$ cat config.mk
export PLATFORM = sky130hd
export DESIGN_NAME = aes_ahb_queue_if
export DESIGN_NICKNAME = d
export VERILOG_FILES = /design/src/rtl/aes_ahb_queue_if.sv
export SDC_FILE = /design/constraint.sdc
export NUM_CORES = 2
export LEC_CHECK = 0
export BUFFER_PORTS_ARGS = -buffer_cell sky130_fd_sc_hd__buf_2
export CAP_MARGIN = 20
export CORE_MARGIN = 10
export CORE_UTILIZATION = 40
export CTS_CLUSTER_SIZE = 40
export DETAILED_ROUTE_END_ITERATION = 8
export PLACE_DENSITY = 0.64
export SYNTH_ARGS = -nofsm -noshare
export SYNTH_HDL_FRONTEND = slang
export SYNTH_SLANG_ARGS = --single-unit
$ cat constraint.sdc
create_clock -name HCLK -period 5.8 [get_ports HCLK]
set_clock_uncertainty 0.15 [all_clocks]
set_input_delay 0.29 -clock HCLK [delete_from_list [all_inputs] [get_ports HCLK]]
set_output_delay 0.29 -clock HCLK [all_outputs]
set_load 0.1 [all_outputs]
$ cat src/rtl/aes_ahb_queue_if.sv
// AHB-Lite register front end for an AES core: key registers, input/output block FIFOs
// and a sequencer that feeds queued plaintext blocks to the core one at a time.
//
// state  | meaning
// S_IDLE | waiting for ENABLE, a queued block and room for its result
// S_BUSY | core running; waiting for DONE to push the ciphertext
module aes_ahb_queue_if #(
  parameter int ADDR_W     = 8,
  parameter int KEY_WORDS  = 4,
  parameter int FIFO_DEPTH = 4
) (
  input  logic                   HCLK,
  input  logic                   HRESET,
  input  logic                   HSEL,
  input  logic [ADDR_W-1:0]      HADDR,
  input  logic [1:0]             HTRANS,
  input  logic                   HWRITE,
  input  logic                   HREADY,
  input  logic [31:0]            HWDATA,
  output logic [31:0]            HRDATA,
  output logic                   HREADYOUT,
  output logic                   HRESP,
  output logic                   IRQ,
  output logic [32*KEY_WORDS-1:0] aes_key,
  output logic [127:0]           aes_plaintext,
  output logic                   start,
  input  logic [127:0]           aes_ciphertext,
  input  logic                   DONE
);

  localparam int PW = $clog2(FIFO_DEPTH);
  localparam int CW = PW + 1;

  typedef enum logic {S_IDLE, S_BUSY} state_t;

  state_t                  state_q;
  logic [ADDR_W-1:0]       addr_q;
  logic                    write_q, valid_q;
  logic [31:0]             key_q [KEY_WORDS];
  logic [31:0]             stage_q [3];
  logic                    enable_q, irq_en_q;
  logic                    done_pend_q, ovf_q, unf_q;
  logic [127:0]            in_mem_q [FIFO_DEPTH];
  logic [127:0]            out_mem_q [FIFO_DEPTH];
  logic [PW-1:0]           in_wr_q, in_rd_q, out_wr_q, out_rd_q;
  logic [CW-1:0]           in_cnt_q, out_cnt_q, in_cnt_d, out_cnt_d;
  logic [127:0]            plaintext_q;
  logic [32*KEY_WORDS-1:0] key_snap_q;
  logic                    start_q;

  logic wr_en, rd_en, flush, st_wr, push_req, push_in, pop_in, push_out, pop_out, rd_c3;
  logic in_full, in_empty, out_full, out_empty, busy;
  logic [31:0] status;
  logic unused_ok;

  function automatic logic hit(input logic [ADDR_W-1:0] a, input int off);
    return a == ADDR_W'(off);
  endfunction

  assign wr_en     = valid_q & write_q;
  assign rd_en     = valid_q & ~write_q;
  assign busy      = (state_q == S_BUSY);
  assign in_full   = (in_cnt_q == CW'(FIFO_DEPTH));
  assign in_empty  = (in_cnt_q == '0);
  assign out_full  = (out_cnt_q == CW'(FIFO_DEPTH));
  assign out_empty = (out_cnt_q == '0);

  assign flush    = wr_en & hit(addr_q, 32'h20) & HWDATA[2];
  assign st_wr    = wr_en & hit(addr_q, 32'h24);
  assign pop_in   = ~busy & enable_q & ~in_empty & ~out_full;
  assign push_req = wr_en & hit(addr_q, 32'h3C) & ~flush;
  // A full FIFO still accepts the push when the sequencer frees a slot at the same edge.
  assign push_in  = push_req & (~in_full | pop_in);
  assign push_out = busy & DONE;
  assign rd_c3    = rd_en & hit(addr_q, 32'h4C);
  assign pop_out  = rd_c3 & ~out_empty;

  assign status = {8'h00, 8'(out_cnt_q), 8'(in_cnt_q), unf_q, ovf_q, done_pend_q,
                   out_empty, out_full, in_empty, in_full, busy};

  assign HREADYOUT     = 1'b1;
  assign HRESP         = 1'b0;
  assign IRQ           = irq_en_q & done_pend_q;
  assign aes_key       = key_snap_q;
  assign aes_plaintext = plaintext_q;
  assign start         = start_q;
  assign unused_ok     = HTRANS[0];

  always_comb begin
    HRDATA = '0;
    if (rd_en) begin
      for (int i = 0; i < KEY_WORDS; i++)
        if (hit(addr_q, 4 * i)) HRDATA = key_q[i];
      if (hit(addr_q, 32'h20)) HRDATA = {30'b0, irq_en_q, enable_q};
      if (hit(addr_q, 32'h24)) HRDATA = status;
      for (int i = 0; i < 4; i++)
        if (hit(addr_q, 32'h40 + 4 * i) && !out_empty) HRDATA = out_mem_q[out_rd_q][32*i +: 32];
    end
  end

  always_comb begin
    in_cnt_d  = in_cnt_q;
    out_cnt_d = out_cnt_q;
    if (push_in & ~pop_in) in_cnt_d = in_cnt_q + CW'(1);
    else if (pop_in & ~push_in) in_cnt_d = in_cnt_q - CW'(1);
    if (push_out & ~pop_out) out_cnt_d = out_cnt_q + CW'(1);
    else if (pop_out & ~push_out) out_cnt_d = out_cnt_q - CW'(1);
  end

  always_ff @(posedge HCLK) begin
    if (HRESET) begin
      valid_q     <= 1'b0;
      write_q     <= 1'b0;
      addr_q      <= '0;
      enable_q    <= 1'b0;
      irq_en_q    <= 1'b0;
      done_pend_q <= 1'b0;
      ovf_q       <= 1'b0;
      unf_q       <= 1'b0;
      for (int i = 0; i < KEY_WORDS; i++) key_q[i] <= '0;
      for (int i = 0; i < 3; i++) stage_q[i] <= '0;
    end else begin
      valid_q <= HSEL & HREADY & HTRANS[1];
      write_q <= HWRITE;
      addr_q  <= HADDR;
      if (wr_en) begin
        for (int i = 0; i < KEY_WORDS; i++)
          if (hit(addr_q, 4 * i)) key_q[i] <= HWDATA;
        if (hit(addr_q, 32'h20)) begin
          enable_q <= HWDATA[0];
          irq_en_q <= HWDATA[1];
        end
      end
      for (int i = 0; i < 3; i++) begin
        if (flush) stage_q[i] <= '0;
        else if (wr_en && hit(addr_q, 32'h30 + 4 * i)) stage_q[i] <= HWDATA;
      end
      // Hardware set takes priority over a coincident write-1-to-clear.
      done_pend_q <= push_out | (done_pend_q & ~(st_wr & HWDATA[5]));
      ovf_q       <= (push_req & in_full & ~pop_in) | (ovf_q & ~(st_wr & HWDATA[6]));
      unf_q       <= (rd_c3 & out_empty) | (unf_q & ~(st_wr & HWDATA[7]));
    end
  end

  always_ff @(posedge HCLK) begin
    if (HRESET) begin
      in_wr_q   <= '0;
      in_rd_q   <= '0;
      in_cnt_q  <= '0;
      out_wr_q  <= '0;
      out_rd_q  <= '0;
      out_cnt_q <= '0;
      for (int i = 0; i < FIFO_DEPTH; i++) begin
        in_mem_q[i]  <= '0;
        out_mem_q[i] <= '0;
      end
    end else if (flush) begin
      in_wr_q   <= '0;
      in_rd_q   <= '0;
      in_cnt_q  <= '0;
      out_wr_q  <= '0;
      out_rd_q  <= '0;
      out_cnt_q <= '0;
    end else begin
      if (push_in) begin
        in_mem_q[in_wr_q] <= {HWDATA, stage_q[2], stage_q[1], stage_q[0]};
        in_wr_q           <= in_wr_q + PW'(1);
      end
      if (pop_in) in_rd_q <= in_rd_q + PW'(1);
      if (push_out) begin
        out_mem_q[out_wr_q] <= aes_ciphertext;
        out_wr_q            <= out_wr_q + PW'(1);
      end
      if (pop_out) out_rd_q <= out_rd_q + PW'(1);
      in_cnt_q  <= in_cnt_d;
      out_cnt_q <= out_cnt_d;
    end
  end

  always_ff @(posedge HCLK) begin
    if (HRESET) begin
      state_q     <= S_IDLE;
      start_q     <= 1'b0;
      plaintext_q <= '0;
      key_snap_q  <= '0;
    end else begin
      start_q <= 1'b0;
      case (state_q)
        S_IDLE: if (pop_in) begin
          state_q     <= S_BUSY;
          start_q     <= 1'b1;
          plaintext_q <= in_mem_q[in_rd_q];
          for (int i = 0; i < KEY_WORDS; i++) key_snap_q[32*i +: 32] <= key_q[i];
        end
        S_BUSY: if (DONE) state_q <= S_IDLE;
        default: state_q <= S_IDLE;
      endcase
    end
  end

endmodule
After elaboration in Yosys (flattened, before gate mapping) --
Memories as Yosys holds them, arrays and structs flattened. A register that Yosys moved wholly into a read port is not among the register bits. Cells that the tools add are included. Widths: inputs -> output; s select.
Word-level totals: memory bits (writable) 1248, bits in read-only memories 0, memories 4, latch bits 0, word-level logic and storage cells 198, output and inout port bits 292, input port bits 176, bits in registers 159
Cells by class: $add $sub $neg 8, order comparisons 0, divide/modulo/power cells 0, muxes and demuxes 77, reductions and logical operators 19, $mul 0, shifts and indexed selects 0, eq/ne operators 15, bitwise operators 58
Memories:
- in_mem_q | words 4, width 128, read ports 1, clocked after Yosys merged registers in 1, wr ports 4, RTL line 43 | logic [127:0] in_mem_q [FIFO_DEPTH];
- out_mem_q | words 4, width 128, read ports 1, clocked after Yosys merged registers in 1, wr ports 4, RTL line 44 | logic [127:0] out_mem_q [FIFO_DEPTH];
- key_q | words 4, width 32, read ports 4, clocked after Yosys merged registers in 0, wr ports 4, RTL line 39 | logic [31:0] key_q [KEY_WORDS];
- stage_q | words 3, width 32, read ports 3, clocked after Yosys merged registers in 0, wr ports 3, RTL line 40 | logic [31:0] stage_q [3];
Operator list (count):
- $mux 32 | 21
- $mux 128 | 2
- $reduce_or 128->1 | 2
- $eq 8x6->1 const B | 6
- $mux 1 | 45
- $eq 8x7->1 const B | 4
- $and 1x1->1 | 30
- $eq 8x4->1 const B | 2
- $not 1->1 | 14
- $or 1x1->1 | 14
- $mux 3 | 4
- $add 2x1->2 const B | 4
- $eq 8x3->1 const B | 1
- $logic_not 8->1 | 1
- $mux 2 | 4
- $logic_and 1x1->1 | 7
- $add 3x1->3 const B | 2
- $eq 3x3->1 const B | 2
- $logic_not 3->1 | 2
- $sub 3x1->3 const B | 2
- $reduce_and 2->1 | 2
- $reduce_bool 2->1 | 2
- $reduce_or 2->1 | 2
- $pmux 1 s2 | 1
- $logic_not 1->1 | 1

Logic depth before layout (Yosys ltp) --
depth after elaboration 12, mapped depth 13, gate-level depth less buffers 11

Worst setup path after synthesis --
OpenSTA, ideal clock, no wires.
path kind register to output, start reg addr_q[3], end out HRDATA[0], path buffers 3, stages on the path, launching flop included 8, arrival time 6.294 ns, slack -0.934 ns, path through dfxtp_1 -> clkbuf_1 -> or4b_1 -> clkbuf_1 -> nor2b_1 -> clkbuf_1 -> a221oi_1 -> a2111oi_0
On the way: word-level cells in the longest chain between the ends 12
RTL lines:
- start: declaration | RTL line 37 | logic [ADDR_W-1:0] addr_q;
- start signal: assignment | RTL line 114 | addr_q <= '0;
- start signal: assignment | RTL line 125 | addr_q <= HADDR;
- $logic_not 8->1 | RTL line 57 | return a == ADDR_W'(off);
- $mux 32 (4 in series) | RTL line 93 | if (hit(addr_q, 4 * i)) HRDATA = key_q[i];
- $mux 32 | RTL line 94 | if (hit(addr_q, 32'h20)) HRDATA = {30'b0, irq_en_q, enable_q};
- $mux 32 | RTL line 95 | if (hit(addr_q, 32'h24)) HRDATA = status;
- $mux 32 (3 in series) | RTL line 97 | if (hit(addr_q, 32'h40 + 4 * i) && !out_empty) HRDATA = out_mem_q[out_rd_q][32*i +: 32];
- $mux 32 (*) | RTL line 97
- $mux 32 (*) | RTL line 91 | if (rd_en) begin
- end: declaration | RTL line 20 | output logic [31:0] HRDATA,
Mark *: on every way between the ends. The rest lies on a longest branch, timed or not.

Final worst setup path --
start reg addr_q[3], end out HRDATA[4]
Same word-level chain as after synthesis.

==> flow_summary_export.csv <==
group,metric,value,unit
critical_path,cp.required,5360,ps
critical_path,worstPathMaxFanout,22,
timing,slew_headroom,22.42,%
synth,async_reset_ff_share,0,%
timing,period_minus_slack,5225,ps
cells_and_area,drive_gt1_share,20.00,%
timing,hold_viol,0,
critical_path,path_buf_inv,1,
power_and_ir_drop,p_per_area,309.2,nW/um2
drt,ant_nets,0,
power_and_ir_drop,power.share.combinational,3.8,%
drt,first_pass_iters,6,
synth,synthesis.nets,4891,
critical_path,startpoint,"addr_q[3]$_SDFF_PP0_",
floorplan,die_h,422.3,um
synth,yosysWarningCount,0,
global_routing,grtUsageTotal,21.69,%
timing,rsz0062_at_grt,"false",
drt,routedWlPerCell,26.30,um
drt,drt_wl_total,198.6,mm
synth,syn-cell-area,64740,um2
floorplan,die_w,422.3,um
drt,vias,40014,
global_routing,grt_pass1_wl,286.5,mm
floorplan,dieArea,178300,um2
critical_path,cp.depth,6,
cts,cts.repair.resized,0,
hold_path,hp-class,"in -> reg",
global_routing,grt_antenna_before_repair,51,
synth,synth_common_cells,"1,248 x edfxtp_1, 1,121 x and2_1, 535 x nand2_1",
cts,cts_tree,"done",
cells_and_area,finalNetCount,5398,
timing,setup_viol,0,
synth,netlist_top_cells_area,"edfxtp_1 58%, and2_1 11%, dfxtp_1 8.9%",
synth,yosysMostFrequentCell,"edfxtp_1",
critical_path,reg2reg_depth,6,
synth,synth_top_area_share,57.89,%
run_status,status,"completed",
cts,post_cts_buffers,0,
floorplan,initial_core_util,40.27,%
power_and_ir_drop,power_leakage,28.19,nW
flow_run,drv_cap,0,
drt,vias_per_cell,5.300,
synth,synth_edf_count,1248,
critical_path,critPathMaxStageDelay,770,ps
critical_path,critPathArrivalTime,4780,ps
hold_path,worstHoldPathCells,2,
critical_path,worstPathCellList,"or3b_2 -> or3_1 -> a221oi_1 -> a2111oi_0 -> a211oi_1 -> buf_2",
synth,ys_ff_latch,1537,
place,dp_hpwl,125.6,mm
power_and_ir_drop,p_sw,5.272,mW
timing,slew_viol_final,0,
timing,fin_crit_sh,90.08,%
critical_path,worstSetupPathType,"reg -> out",
synth,synth.avg_cell_area,13.74,um2
power_and_ir_drop,p_clk_share,44.2,%
cts,clk_pin_slew,60,ps
cts,tritoncts_num_sinks,1537,
cells_and_area,final_util,47.69,%
power_and_ir_drop,ir_drop,308.3,uV
cts,cts_hold_buffers,174,
power_and_ir_drop,seqPwrFrac,52.0,%
floorplan,core-area,160800,um2
critical_path,cp_top_family,"compound AO/OA/AOI/OAI gates",
place,finalWeightedCongestion,0.8599,
drt,drt-initial-drc-count,4021,
timing,fmax,0.1914,GHz
cells_and_area,area_growth,18.42,%
synth,synth_ff_type,"edfxtp_1",
drt,drc,0,
critical_path,cp_slowest_cell,"or3_1",
global_routing,first_global_vias,40271,
timing,worst_pin_slew,1161,ps
critical_path,critPathLaunchType,"register",
cts,cts_buffers,167,
place,port_buffers,464,
cts,worstSkewPairLatency,830,ps
timing,final.setup.tns,0,ps
power_and_ir_drop,switching_share,22.24,%
cts,htreeDepth,4,
synth,synth.distinct_cells,62,
synth,synth_area_leader_cell,"edfxtp_1",
synth,syn_inst,4711,
cts,cts_buffer_depth,3,
global_routing,grt-ovfl-total,0,
power_and_ir_drop,power,23.70,mW
critical_path,crit-reg2reg-launch,"addr_q[2]$_SDFF_PP0_",
synth,seq_area_frac_synth,66.83,%
floorplan,ios,468,
global_routing,grt_max_degree,215,
floorplan,rows,147,
hold_path,hold_start,"HWDATA[2]",
critical_path,cp-end-kind,"output port",
power_and_ir_drop,intPower,18.43,mW
cts,cts-root-buf,"clkbuf_16",
==> layout by cell type (no fill, tap or decap), drive strengths merged, types with 11 or more instances in the layout <==
cell type	netlist	final
dfxtp	289	289
diode	0	31
o21ai	84	84
mux4	237	237
a21oi	288	288
clkinv	0	47
a221o	16	16
dlygate4sd3	0	174
nand3	11	11
o22ai	34	34
and2	1121	1121
mux2i	75	75
clkbuf	312	245
nor2b	12	12
nand2	535	535
edfxtp	1248	1248
nor3	14	14
buf	75	550
o211ai	23	23
nor2	65	65
inv	8	20
and3	137	137
a22o	23	23
==> kinds of logic after synthesis <==
| kind of cell | Yosys count | share of synthesized area [%] |
|---|---|---|
| AOI/OAI and AO/OA | 518 | 4.728 |
| other | 2 | 0.01160 |
| and+or+nand+nor | 1930 | 16.37 |
| xor gates and xnor gates | 13 | 0.1759 |
| adders and majority gates | 4 | 0.1005 |
| muxes | 312 | 9.405 |
| buffers and inverters | 395 | 2.383 |
| DFF | 1537 | 66.83 |
==> registers in the layout (all words and copies together), names as in the netlist, 2 cells and up, named ones only <==
register / flops
in_mem_q: 512
out_mem_q: 512
aes_key: 128
aes_plaintext: 128
key_q: 128
stage_q: 96
addr_q: 8
in_cnt_q: 3
out_cnt_q: 3
in_rd_q: 2
in_wr_q: 2
out_rd_q: 2
out_wr_q: 2
==> worst reg2reg max path, delay by kind of cell (launching register included) <==
family	cells	cell delay, ps
flops	1	730
buf+inv	1	560
simple gates	4	2010
compound gates	1	320
==> routing by layer <==
metal / wire length [um] / global-route usage (%)
met5: 137 / 0
met4: 9153 / 9.475
met3: 12510 / 4.170
met1: 74060 / 25.82
met2: 102700 / 38.07
==> path summary, 6_finish.rpt <==
check / to / slack (ps)
min: key_q[0][2]$_SDFFCE_PN0P_ / 50
max reg2reg: out_mem_q[2][127]$_SDFFCE_PN0P_ / 1640
max: HRDATA[4] / 580
min reg2reg: aes_key[47]$_SDFFE_PP0P_ / 300
==> through the flow <==
| step | hold slack [ps] | std cells | worst slack, ps | cell area (um2) |
|---|---|---|---|---|
| after floorplan | 268.2 | 4711 | 440.7 | 64740 |
| after global placement | 291.0 | 7032 | 1553 | 69380 |
| after detailed placement | 293.3 | 7032 | 1545 | 69380 |
| after CTS | 4.449 | 7516 | 623.8 | 76520 |
| after global routing | 7.060 | 7529 | 403.3 | 76600 |
| final | 53.80 | 7550 | 575.4 | 76660 |
==> power by group through the flow <==
stage / logic (mW) / clock network [mW] / registers (mW)
final: 0.903 / 10.5 / 12.3
after global routing: 0.949 / 11.1 / 12.3
after CTS: 0.909 / 10.6 / 12.3
after detailed placement: 0.797 / 0 / 12.6
after global placement: 0.792 / 0 / 12.5
after floorplan: 0.380 / 0 / 12.5
==> area by class of cell <==
type                    instances  area, um2
clock inverters                66      693.2
flip-flops and latches       1537      43280
inverters                       8      37.54
diodes                         31      77.57
well taps                    2160       2703
repair buffers                725       4972
multi-input cells            2779      20180
clock buffers                 244       4713
fillers                     14238      84090
Note: power is estimated with default switching activity, not from simulation.
